## src/rtl/ps2_cmd_ctrl.sv

```systemverilog
// -----------------------------------------------------------------------------
// ps2_cmd_ctrl
//
// Host-side PS/2 controller. It sends one host-to-device command byte at a
// time (inhibit, request-to-send, ten device-clocked bits, device ACK), then
// collects the device's one-byte response. Frames that arrive while no
// command is in flight are reported as unsolicited data (scan codes) after
// framing and odd-parity checks.
//
// Optional build macro:
//   PS2_AUTO_RETRY_EN - when defined, a 0xFE (resend) response re-sends the
//                       latched command up to MAX_RETRY times before the
//                       command is reported as failed.
//
// Ports:
//   CLOCK_50    in   system clock, all logic on the rising edge
//   Resetn      in   synchronous active-low reset
//   ps2_clk_in  in   raw pad level of ps2_clk (asynchronous)
//   ps2_dat_in  in   raw pad level of ps2_dat (asynchronous)
//   ps2_clk_oe  out  1 = pull ps2_clk low, 0 = release
//   ps2_dat_oe  out  1 = pull ps2_dat low, 0 = release
//   cmd_valid   in   command request
//   cmd_byte    in   command byte to send
//   cmd_ready   out  high only while idle
//   done        out  one-cycle pulse, command finished
//   done_ok     out  with done: 1 = device answered 0xFA
//   resp_byte   out  with done: response byte (0x00 on timeout)
//   rx_valid    out  one-cycle pulse, good unsolicited frame
//   rx_byte     out  with rx_valid: received data
//   rx_err      out  one-cycle pulse, unsolicited frame failed framing/parity
//   state_dbg   out  current FSM state (debug)
//   retry_dbg   out  resends used for the current command (debug)
//
// Handshake: a command is accepted on a rising edge where cmd_valid and
// cmd_ready are both high; cmd_byte must be stable in that cycle. cmd_valid
// while cmd_ready is low is ignored and nothing is queued.
// -----------------------------------------------------------------------------
module ps2_cmd_ctrl #(
    parameter int INHIBIT_CYCLES = 5000,
    parameter int TIMEOUT_CYCLES = 1000000,
    parameter int GAP_CYCLES     = 100000,
    parameter int MAX_RETRY      = 2,
    localparam int RETRY_W = (MAX_RETRY > 0) ? $clog2(MAX_RETRY + 1) : 1
) (
    input  logic               CLOCK_50,
    input  logic               Resetn,
    input  logic               ps2_clk_in,
    input  logic               ps2_dat_in,
    output logic               ps2_clk_oe,
    output logic               ps2_dat_oe,
    input  logic               cmd_valid,
    input  logic [7:0]         cmd_byte,
    output logic               cmd_ready,
    output logic               done,
    output logic               done_ok,
    output logic [7:0]         resp_byte,
    output logic               rx_valid,
    output logic [7:0]         rx_byte,
    output logic               rx_err,
    output logic [2:0]         state_dbg,
    output logic [RETRY_W-1:0] retry_dbg
);

    localparam int INH_W = $clog2(INHIBIT_CYCLES + 1);
    localparam int TO_W  = $clog2(TIMEOUT_CYCLES + 1);
    localparam int GAP_W = $clog2(GAP_CYCLES + 1);

    localparam logic [2:0] S_IDLE      = 3'd0;
    localparam logic [2:0] S_INHIBIT   = 3'd1;
    localparam logic [2:0] S_REQ       = 3'd2;
    localparam logic [2:0] S_TX        = 3'd3;
    localparam logic [2:0] S_ACK       = 3'd4;
    localparam logic [2:0] S_WAIT_RESP = 3'd5;

    logic [2:0]         state;
    logic               clk_s1, clk_s2, clk_prev;
    logic               dat_s1, dat_s2;
    logic [INH_W-1:0]   inh_cnt;
    logic [TO_W-1:0]    to_cnt;
    logic [GAP_W-1:0]   gap_cnt;
    logic [9:0]         rx_shift;
    logic [3:0]         rx_cnt;
    logic [3:0]         tx_idx;
    logic [8:0]         tx_data;     // {odd parity, command byte}
    logic [RETRY_W-1:0] retry_cnt;

    logic        fall;
    logic        rx_en;
    logic        to_active;
    logic        timeout_hit;
    logic [10:0] frame_w;
    logic        frame_done;
    logic        frame_ok;
    logic [7:0]  frame_data;

    assign fall = clk_prev & ~clk_s2;

    // The receiver only listens when the device owns the data line; during
    // REQ/TX/ACK the edges belong to the outgoing command.
    assign rx_en = (state == S_IDLE) | (state == S_INHIBIT) | (state == S_WAIT_RESP);

    assign to_active = (state == S_REQ) | (state == S_TX) |
                       (state == S_ACK) | (state == S_WAIT_RESP);

    // A falling edge restarts the timeout, so it wins over an expiry.
    assign timeout_hit = to_active & ~fall & (to_cnt == TO_W'(TIMEOUT_CYCLES - 1));

    // The 11th bit is still on the synchronizer; the first ten are shifted in.
    assign frame_w    = {dat_s2, rx_shift};
    assign frame_done = rx_en & fall & (rx_cnt == 4'd10);
    assign frame_ok   = ~frame_w[0] & frame_w[10] & (^frame_w[9:1]);
    assign frame_data = frame_w[8:1];

    assign cmd_ready = (state == S_IDLE);
    assign state_dbg = state;
    assign retry_dbg = retry_cnt;

    always_ff @(posedge CLOCK_50) begin
        if (!Resetn) begin
            state      <= S_IDLE;
            clk_s1     <= 1'b1;
            clk_s2     <= 1'b1;
            clk_prev   <= 1'b1;
            dat_s1     <= 1'b1;
            dat_s2     <= 1'b1;
            inh_cnt    <= '0;
            to_cnt     <= '0;
            gap_cnt    <= '0;
            rx_shift   <= '0;
            rx_cnt     <= '0;
            tx_idx     <= '0;
            tx_data    <= '0;
            retry_cnt  <= '0;
            ps2_clk_oe <= 1'b0;
            ps2_dat_oe <= 1'b0;
            done       <= 1'b0;
            done_ok    <= 1'b0;
            resp_byte  <= '0;
            rx_valid   <= 1'b0;
            rx_byte    <= '0;
            rx_err     <= 1'b0;
        end else begin
            clk_s1   <= ps2_clk_in;
            clk_s2   <= clk_s1;
            clk_prev <= clk_s2;
            dat_s1   <= ps2_dat_in;
            dat_s2   <= dat_s1;

            done     <= 1'b0;
            done_ok  <= 1'b0;
            rx_valid <= 1'b0;
            rx_err   <= 1'b0;

            // Receiver: shift on falling edges, drop a partial frame after a
            // long idle gap so a glitch cannot misalign the next frame.
            if (!rx_en) begin
                rx_cnt  <= '0;
                gap_cnt <= '0;
            end else if (fall) begin
                gap_cnt <= '0;
                if (rx_cnt == 4'd10) begin
                    rx_cnt <= '0;
                end else begin
                    rx_cnt   <= rx_cnt + 4'd1;
                    rx_shift <= {dat_s2, rx_shift[9:1]};
                end
            end else if (rx_cnt != 4'd0) begin
                if (gap_cnt == GAP_W'(GAP_CYCLES - 1)) begin
                    rx_cnt  <= '0;
                    gap_cnt <= '0;
                end else begin
                    gap_cnt <= gap_cnt + 1'b1;
                end
            end

            // Frames completing while a response is awaited belong to the
            // command, never to the unsolicited stream.
            if (frame_done && (state != S_WAIT_RESP)) begin
                rx_valid <= frame_ok;
                rx_err   <= ~frame_ok;
                if (frame_ok) begin
                    rx_byte <= frame_data;
                end
            end

            if (!to_active || fall) begin
                to_cnt <= '0;
            end else begin
                to_cnt <= to_cnt + 1'b1;
            end

            case (state)
                S_IDLE: begin
                    if (cmd_valid) begin
                        tx_data    <= {~^cmd_byte, cmd_byte};
                        retry_cnt  <= '0;
                        inh_cnt    <= '0;
                        ps2_clk_oe <= 1'b1;
                        rx_cnt     <= '0;
                        gap_cnt    <= '0;
                        state      <= S_INHIBIT;
                    end
                end

                S_INHIBIT: begin
                    // Data goes low while the clock is still held so the
                    // device sees the start bit as soon as the clock releases.
                    if (inh_cnt == INH_W'(INHIBIT_CYCLES - 1)) begin
                        ps2_dat_oe <= 1'b1;
                        state      <= S_REQ;
                    end else begin
                        inh_cnt <= inh_cnt + 1'b1;
                    end
                end

                S_REQ: begin
                    ps2_clk_oe <= 1'b0;
                    tx_idx     <= '0;
                    state      <= S_TX;
                end

                S_TX: begin
                    if (fall) begin
                        if (tx_idx == 4'd9) begin
                            ps2_dat_oe <= 1'b0;
                            state      <= S_ACK;
                        end else begin
                            ps2_dat_oe <= ~tx_data[tx_idx];
                            tx_idx     <= tx_idx + 4'd1;
                        end
                    end
                end

                S_ACK: begin
                    if (fall) begin
                        if (!dat_s2) begin
                            state <= S_WAIT_RESP;
                        end else begin
                            done      <= 1'b1;
                            resp_byte <= 8'h00;
                            state     <= S_IDLE;
                        end
                    end
                end

                S_WAIT_RESP: begin
                    if (frame_done) begin
                        if (frame_ok && (frame_data == 8'hFA)) begin
                            done      <= 1'b1;
                            done_ok   <= 1'b1;
                            resp_byte <= frame_data;
                            state     <= S_IDLE;
                        end
`ifdef PS2_AUTO_RETRY_EN
                        else if (frame_ok && (frame_data == 8'hFE) &&
                                 (retry_cnt < RETRY_W'(MAX_RETRY))) begin
                            retry_cnt  <= retry_cnt + 1'b1;
                            inh_cnt    <= '0;
                            ps2_clk_oe <= 1'b1;
                            rx_cnt     <= '0;
                            gap_cnt    <= '0;
                            state      <= S_INHIBIT;
                        end
`endif
                        else begin
                            done      <= 1'b1;
                            resp_byte <= frame_data;
                            state     <= S_IDLE;
                        end
                    end
                end

                default: begin
                    state <= S_IDLE;
                end
            endcase

            if (timeout_hit) begin
                done       <= 1'b1;
                done_ok    <= 1'b0;
                resp_byte  <= 8'h00;
                ps2_clk_oe <= 1'b0;
                ps2_dat_oe <= 1'b0;
                state      <= S_IDLE;
            end
        end
    end

endmodule

```

## config.mk

```make
export PLATFORM = sky130hd
export DESIGN_NAME = ps2_cmd_ctrl
export DESIGN_NICKNAME = d
export VERILOG_FILES = /design/src/rtl/ps2_cmd_ctrl.sv
export SDC_FILE = /design/constraint.sdc
export NUM_CORES = 1
export LEC_CHECK = 0
export CORE_MARGIN = 3
export CORE_UTILIZATION = 25
export DETAILED_ROUTE_END_ITERATION = 10
export GPL_TIMING_DRIVEN = 0
export SLEW_MARGIN = 10
export SYNTH_ARGS = -nofsm -noshare
export SYNTH_HDL_FRONTEND = slang
export SYNTH_SLANG_ARGS = --single-unit
```

## constraint.sdc

```tcl
create_clock -name CLOCK_50 -period 2.5 [get_ports CLOCK_50]
set_clock_uncertainty 0.1 [all_clocks]
set_input_delay 0.25 -clock CLOCK_50 [delete_from_list [all_inputs] [get_ports CLOCK_50]]
set_output_delay 0.25 -clock CLOCK_50 [all_outputs]
set_load 0.05 [all_outputs]
```

# Word-level counts from Yosys, hierarchy flattened
# Cells that the tools add are included.
[totals]
n_memories = 0
ram_bits = 0
register_bits = 107
rom_bits = 0
output_inout_bits = 28
latch_bits = 0
[classes]
shifts = 0
addsub = 5
div = 0
n_mux = 45
n_lt_le_gt_ge = 1
n_reduce_logical = 26
n_mul = 0
bitwise = 21
eq_ne = 21
[ops]
columns = ["cell", "count"]
rows = [
  ["$mux 17", 6],
  ["$mux 4", 9],
  ["$mux 13", 2],
  ["$pmux 13 s2", 1],
  ["$mux 8", 3],
  ["$mux 3", 7],
  ["$add 20x1->20 const B", 1],
  ["$eq 20x20->1 const B", 1],
  ["$pmux 3 s6", 1],
  ["$add 17x1->17 const B", 1],
  ["$eq 17x17->1 const B", 1],
  ["$pmux 8 s2", 1],
  ["$ne 2x2->1 const B", 7],
  ["$add 13x1->13 const B", 1],
  ["$eq 13x13->1 const B", 1],
  ["$reduce_and 3->1", 4],
  ["$mux 1", 10],
  ["$reduce_bool 2->1", 5],
  ["$not 1->1", 9],
  ["$reduce_xor 9->1", 1],
  ["$add 4x1->4 const B", 2],
  ["$eq 4x4->1 const B", 2],
  ["$eq 8x8->1 const B", 1],
  ["$pmux 4 s2", 1],
  ["other kinds (21)", 41],
]

# Depth between registers and ports, before layout
# Gate-level depths: netlist of run 1.
[depth]
word_depth = 8
mapped_depth = 8

# Least setup slack after synthesis of run 1
# OpenSTA, ideal clock, no wires.
[synth_path]
kind = "register to output"
startpoint = "register state[1], in the netlist state_dbg[1]"
endpoint = "output port cmd_ready"
t_required_ns = 2.150
n_path_buf = 2
path_stages_with_launch = 4
arrival_time_ns = 2.000
setup_slack_ns = 0.150
path_cell_list = "dfxtp_1 -> buf_2 -> buf_2 -> nor3_1"
[synth_via]
elab_chain_cells = 1
[synth_rtl]
columns = ["element", "line", "rtl"]
rows = [
  ["start: declaration", "75", "logic [2:0] state;"],
  ["start signal: assignment", "120", "state <= S_IDLE;"],
  ["start signal: assignment", "201", "state <= S_INHIBIT;"],
  ["start signal: assignment", "210", "state <= S_REQ;"],
  ["$logic_not 3->1", "114", "assign cmd_ready = (state == S_IDLE);"],
  ["end: declaration", "53", "output logic cmd_ready,"],
]
# No other way between the ends.

# Final worst setup path of run 1
# Same ends and word-level chain as after synthesis.

==> results.json, run 1 <==
{
  "status": "finished clean",
  "peakVddDrop_mv": 0.3276,
  "wl_per_cell_um": 11.98,
  "cap_violations": 0,
  "gp_congestion": 0.7549,
  "synthCells": 556,
  "die_area_um2": 21700,
  "yosysSeqAreaShare_pct": 42.91,
  "drtPass1Iterations": 7,
  "timing.final.max_slew_violations": 0,
  "start_util_pct": 25.57,
  "ys_async_sr_fraction_pct": 0,
  "final_antenna_net_count": 0,
  "hold_path_depth": 1,
  "clk_pin_slew_ns": 0.07,
  "cp_max_fo": 10,
  "arrival_ns": 1.98,
  "fill_cells": 2127,
  "rsz0062_at_grt": "no",
  "grt_antenna_before_repair": 0,
  "floorplan.core_area_um2": 19530,
  "clkSinkCount": 107,
  "clk_latency_ns": 0.35,
  "critPathMaxStageDelay_ns": 0.58,
  "reg2reg_depth": 7,
  "place_area_um2": 5708,
  "cp_common_cell": "buf_2",
  "via_count": 3870,
  "required_ns": 2.15,
  "cp_cell_sequence": "buf_2 > buf_2 > nor3_1 > dlygate4sd2_1",
  "hold_viol": 0,
  "cts_buffers": 9,
  "crit_path_top_delay_cell": "dlygate4sd2_1",
  "die_h_um": 147.3,
  "nets": 631,
  "finalSetupViolCount": 0,
  "area_growth_pct": 20.23,
  "hp-class": "reg2reg",
  "overflow": 0,
  "grt_pass1_wl_um": 17970,
  "worst_slew_pin_slew_ns": 0.7241,
  "num_io_pins": 41,
  "fin_area_um2": 6002,
  "drt-initial-drc-count": 183,
  "critical_path_depth": 4,
  "grt_use_total_pct": 10.10,
  "synth_cell_types": 57,
  "end_kind": "output port",
  "synth.cell_area_um2": 4992,
  "rows": 51,
  "synth-seq-cells": 107,
  "p_per_area_nw_per_um2": 570.6,
  "grt_pass1_vias": 3677,
  "via_per_inst": 4.418,
  "crit_family": "buffers and inverters",
  "start_kind": "flip-flop",
  "routed_wl_um": 10500,
  "cts_root_buffer": "clkbuf_16",
  "slew_headroom_pct": 51.62,
  "path_class": "reg2out",
  "synth_edf_count": 0,
  "crit_buf_inv": 3,
  "cts_tree": "built",
  "die_w_um": 147.3,
  "max_freq_mhz": 429.4,
  "timing.final.crit_share_pct": 93.16,
  "antenna_cells": 0,
  "cts.hold.buffers_added": 0,
  "synthFlopType": "dfxtp_1",
  "finalPower_uw": 3425,
  "drive_above_1_share_pct": 7.201,
  "route.detailed.drc": 0,
  "post_cts_buffers": 0,
  "htreeDepth": 3,
  "dp.final_hpwl_um": 7660,
  "hold_start": "dat_s1$_SDFF_PN1_",
  "grt_max_degree": 18,
  "ys_warn_count": 0,
  "port_buffers": 38,
  "clk_path_buf_depth": 2,
  "leakagePower_uw": 0.002056,
  "syn-mean-instance-area_um2": 8.979,
  "crit_path_start": "state_dbg[1]$_SDFFE_PP0P_",
  "r2r-start": "state_dbg[1]$_SDFFE_PP0P_",
  "finalSetupTns_ns": 0,
  "layout_min_cycle_time_ns": 2.329
}
[sequential cells by signal (all words and copies together) (netlist names), 3 cells and up]
| signal | cells |
|---|---|
| inh_cnt | 13 |
| state_dbg | 3 |
| to_cnt | 20 |
| rx_cnt | 4 |
| gap_cnt | 17 |
| tx_idx | 4 |
| tx_data | 9 |
| resp_byte | 8 |
| rx_byte | 8 |
| rx_shift | 10 |
[per-stage QoR]
stage	worst slack [ns]	util, %	hold WS [ns]	instances
after floorplan	0.1500	-	0.2515	557
after global placement	0.08979	29.23	0.2969	860
after detailed placement	0.07848	29.23	0.3020	860
after CTS	0.06238	30.73	0.3186	876
after global routing	0.003510	30.74	0.3447	876
final	0.1709	30.74	0.3142	876
[cell usage after synthesis (3+ instances only)]
library cell | count | share of area, %
nand4_1 | 16 | 2.0
nor3_1 | 9 | 0.90
ha_1 | 12 | 3.0
buf_4 | 4 | 0.60
a21boi_0 | 10 | 1.5
nand2_1 | 47 | 3.5
a21oi_1 | 27 | 2.7
nor4_1 | 11 | 1.4
nor2b_1 | 25 | 3.1
nand2b_1 | 16 | 2.0
clkbuf_1 | 12 | 0.90
nand3_1 | 30 | 3.0
and3_1 | 10 | 1.3
xnor2_1 | 24 | 4.2
buf_2 | 8 | 0.80
or3_1 | 9 | 1.1
dfxtp_1 | 107 | 43
nor2_1 | 58 | 4.4
mux2i_1 | 20 | 4.0
nor3b_1 | 3 | 0.45
o21ai_0 | 15 | 1.5
xor2_1 | 24 | 4.2
inv_1 | 10 | 0.75
nand3b_1 | 5 | 0.75
o211ai_1 | 4 | 0.60
[cells in the final DEF, fill, tap and decap left out, types with 9 or more instances in the layout]
cell / instances
dfxtp_1: 107
nor2_1: 58
nand2_1: 47
clkdlybuf4s50_1: 37
nand3_1: 30
a21oi_1: 27
nor2b_1: 25
xor2_1: 24
xnor2_1: 24
mux2i_1: 20
nand4_1: 16
nand2b_1: 16
o21ai_0: 15
ha_1: 12
clkbuf_1: 11
nor4_1: 11
and3_1: 10
inv_1: 10
a21boi_0: 10
nor3_1: 9
or3_1: 9
clkbuf_16: 9
[repair_timing]
item | 4_1_cts | 5_1_grt
setup endpoints to repair | 1 | 10
cloned | 0 | 0
gates resized for setup | 1 | 2
[final cells by class]
type / instances / area, µm² / area share (%)
clock inverters: 7 / 68.82 / 1.147
clock buffers: 9 / 225.2 / 3.752
multi-input cells: 415 / 2696 / 44.92
plain buffers: 25 / 121.4 / 2.022
well taps: 265 / 331.6 / 5.524
inverters: 10 / 37.54 / 0.6254
flip-flops and latches: 107 / 2142 / 35.69
repair buffers: 38 / 379.1 / 6.316
[kinds of logic (layout without fill, tap and decap cells)]
| group | Yosys count | count (layout) | share of synthesized area [%] |
|---|---|---|---|
| compound gates | 68 | 68 | 8.296 |
| xor+xnor | 49 | 49 | 8.872 |
| fa+ha+maj | 12 | 12 | 3.007 |
| buf+inv | 35 | 89 | 3.158 |
| flops | 107 | 107 | 42.91 |
| mux | 22 | 22 | 4.912 |
| other cells | 1 | 2 | 0.07512 |
| simple gates | 262 | 262 | 28.77 |
[final timing paths]
check                            endpoint  slack [ns]
setup / recovery                cmd_ready        0.17
hold / removal          dat_s2$_SDFF_PN1_        0.31
setup reg to reg  ps2_clk_oe$_SDFFE_PP0P_        0.20
hold reg to reg         dat_s2$_SDFF_PN1_        0.31
[where the power goes]
part | internal [µW] | leakage [µW] | switching, µW
Clock | 773 | 0.000141 | 646
Combinational | 110 | 0.00105 | 151
Sequential | 1730 | 0.000865 | 17.6
[per-layer routing]
layer / global-route usage, % / vias to the layer above / part of all wire [%]
met1: 13.81 / 1774 / 51
met3: 2.745 / 9 / 3.8
met5: 0 / - / 0
met2: 15.30 / 52 / 43
li1: - / 2035 / -
met4: 3.728 / 0 / 1.5
(Power assumes the default switching activity.)
==> run 2, diff against run 1 <==
--- a/config.mk
+++ b/config.mk
@@ -5,10 +5,15 @@
 export SDC_FILE = /design/constraint.sdc
 export NUM_CORES = 1
 export LEC_CHECK = 0
+export CAP_MARGIN = 10
+export CELL_PAD_IN_SITES_DETAIL_PLACEMENT = 1
+export CELL_PAD_IN_SITES_GLOBAL_PLACEMENT = 1
 export CORE_MARGIN = 3
 export CORE_UTILIZATION = 25
 export DETAILED_ROUTE_END_ITERATION = 10
+export DONT_BUFFER_PORTS = 1
 export GPL_TIMING_DRIVEN = 0
+export PLACE_DENSITY_LB_ADDON = 0.1
 export SLEW_MARGIN = 10
 export SYNTH_ARGS = -nofsm -noshare
 export SYNTH_HDL_FRONTEND = slang
==> run 2 against run 1 <==
Net effect: global-route usage rose by 2.3 points; first-iteration DRC count fell by 44%; non-clock buffer count fell by 27; die area did not move; routed wire length rose by 23%; final cell count fell by 3.1%; largest power group unchanged.
==> results.json, run 2 (synthesis gave the netlist of run 1 again) <==
{
  "holdPathEnd": "resp_byte[1]$_SDFFE_PP0P_",
  "max_freq_mhz": 432.7,
  "mostFrequentLayoutCells": "dfxtp_1 (104), nor2_1 (58), nand2_1 (47), nand3_1 (30), a21oi_1 (26)",
  "rows": 51,
  "clk_pin_slew_ns": 0.07,
  "gp_congestion": 0.7297,
  "grt_pass1_wl_um": 21720,
  "critPathMaxStageDelay_ns": 0.53,
  "cts_buffers": 9,
  "place_area_um2": 5333,
  "arrival_ns": 2.44,
  "timing.final.max_slew_violations": 0,
  "r2r_end": "state_dbg[2]$_SDFFE_PP0P_",
  "floorplan.core_area_um2": 19530,
  "route.detailed.drc": 0,
  "routed_wl_um": 12940,
  "fill_cells": 2308,
  "layout_min_cycle_time_ns": 2.311,
  "htreeDepth": 3,
  "status": "finished clean",
  "cts_root_buffer": "clkbuf_16",
  "drive_above_1_share_pct": 8.733,
  "peakVddDrop_mv": 0.2784,
  "die_h_um": 147.3,
  "dp.final_hpwl_um": 9678,
  "clkSinkCount": 107,
  "cts_tree": "built",
  "crit_path_top_delay_cell": "dfxtp_2",
  "port_buffers": 0,
  "grt_antenna_before_repair": 0,
  "die_area_um2": 21700,
  "required_ns": 2.62,
  "overflow": 0,
  "drt-initial-drc-count": 103,
  "start_kind": "flip-flop",
  "layout_commonest_cell": "dfxtp_1",
  "via_count": 3912,
  "critical_path_depth": 7,
  "clk_path_buf_depth": 2,
  "reg2reg_depth": 7,
  "num_io_pins": 41,
  "hold_viol": 0,
  "largestRegisters": "to_cnt: 20 flops, gap_cnt: 17 flops, inh_cnt: 13 flops",
  "start_util_pct": 25.57,
  "slew_headroom_pct": 53.51,
  "hold_path_depth": 2,
  "drtPass1Iterations": 4,
  "largest-register": "to_cnt",
  "crit_buf_inv": 2,
  "hold_start": "Resetn",
  "hp-class": "in2reg",
  "leakagePower_uw": 0.002009,
  "final_antenna_net_count": 0,
  "post_cts_buffers": 0,
  "fin_area_um2": 5848,
  "holdWs_ns": 0.02536,
  "r2r-start": "state_dbg[2]$_SDFFE_PP0P_",
  "antenna_cells": 0,
  "die_w_um": 147.3,
  "crit_family": "simple AND/OR/NAND/NOR gates",
  "reg2reg_setup_slack_ns": 0.19,
  "grt_max_degree": 17,
  "largest_register_ffs": 20,
  "via_per_inst": 4.608,
  "grt_pass1_vias": 4035,
  "cap_violations": 0,
  "area_growth_pct": 17.14,
  "clk_latency_ns": 0.35,
  "p_per_area_nw_per_um2": 635.6,
  "cp_cell_sequence": "clkbuf_4 > xor2_1 > nand4_1 > nor4_4 > nand2b_2 > buf_2 > a21oi_1",
  "end_kind": "flip-flop",
  "nets": 604,
  "worst_slew_pin_slew_ns": 0.6910,
  "timing.final.crit_share_pct": 92.44,
  "finalSetupViolCount": 0,
  "grt_use_total_pct": 12.37,
  "wl_per_cell_um": 15.24,
  "cp_max_fo": 10,
  "path_class": "reg2reg"
}
[run 2: how the worst max path moves through the flow]
stage / startpoint / to
after floorplan: state_dbg[1]$_SDFFE_PP0P_ / cmd_ready
after global placement: state_dbg[1]$_SDFFE_PP0P_ / state_dbg[2]$_SDFFE_PP0P_
after detailed placement: state_dbg[1]$_SDFFE_PP0P_ / state_dbg[2]$_SDFFE_PP0P_
after CTS: clk_s2$_SDFF_PN1_ / state_dbg[2]$_SDFFE_PP0P_
after global routing: state_dbg[2]$_SDFFE_PP0P_ / state_dbg[2]$_SDFFE_PP0P_
final: state_dbg[2]$_SDFFE_PP0P_ / state_dbg[2]$_SDFFE_PP0P_
[run 2: per-stage QoR]
stage | utilization [%] | instances | power [µW] | worst slack (ns) | TNS (ns)
4_1_cts | 29.83 | 849 | 3794 | 0.02163 | 0
5_1_grt | 29.95 | 849 | 3878 | -0.002041 | -0.002263
6_report | 29.95 | 849 | 3717 | 0.1889 | 0
3_5_place_dp | 27.31 | 822 | 2028 | -0.4908 | -5.353
2_1_floorplan | - | 557 | 1966 | 0.1500 | 0
3_3_place_gp | 27.28 | 822 | 2025 | -0.5381 | -6.038
[run 2: worst register-to-register path, delay by kind of cell (launching register included)]
| family | cells | cell delay [ns] |
|---|---|---|
| flops | 1 | 0.53 |
| simple gates | 3 | 0.66 |
| xor+xnor | 1 | 0.21 |
| compound gates | 1 | 0.09 |
| buf+inv | 2 | 0.60 |
[run 2: routing by layer]
layer,global-route usage [%],vias up,share of wire (%)
li1,-,1977,-
met1,17.77,1894,53
met2,19.10,32,44
met3,2.437,9,2.4
met4,3.075,0,1.0
met5,0,-,0
[run 2: report_power, final]
part	leakage, µW	internal [µW]	total [µW]	switching, µW
combinational	0.000964	101	241	140
clock	0.000179	1060	1720	657
sequential	0.000866	1730	1760	32.0
total	0.00201	2890	3720	829
[run 2: area by class of cell]
type	instances	area [µm²]	area share, %
Buffer	25	126.4	2.161
Inverter	10	37.54	0.6418
Timing Repair Buffer	11	110.1	1.883
Multi-Input combinational cell	415	2735	46.77
Clock inverter	4	95.09	1.626
Clock buffer	12	266.5	4.557
Sequential cell	107	2146	36.69
Tap cell	265	331.6	5.670
[run 2: timing repair]
action                     CTS  global route
gates resized for setup      6             7
hold endpoints to repair    11             0
setup endpoints to repair   15            26
hold buffers                11             0
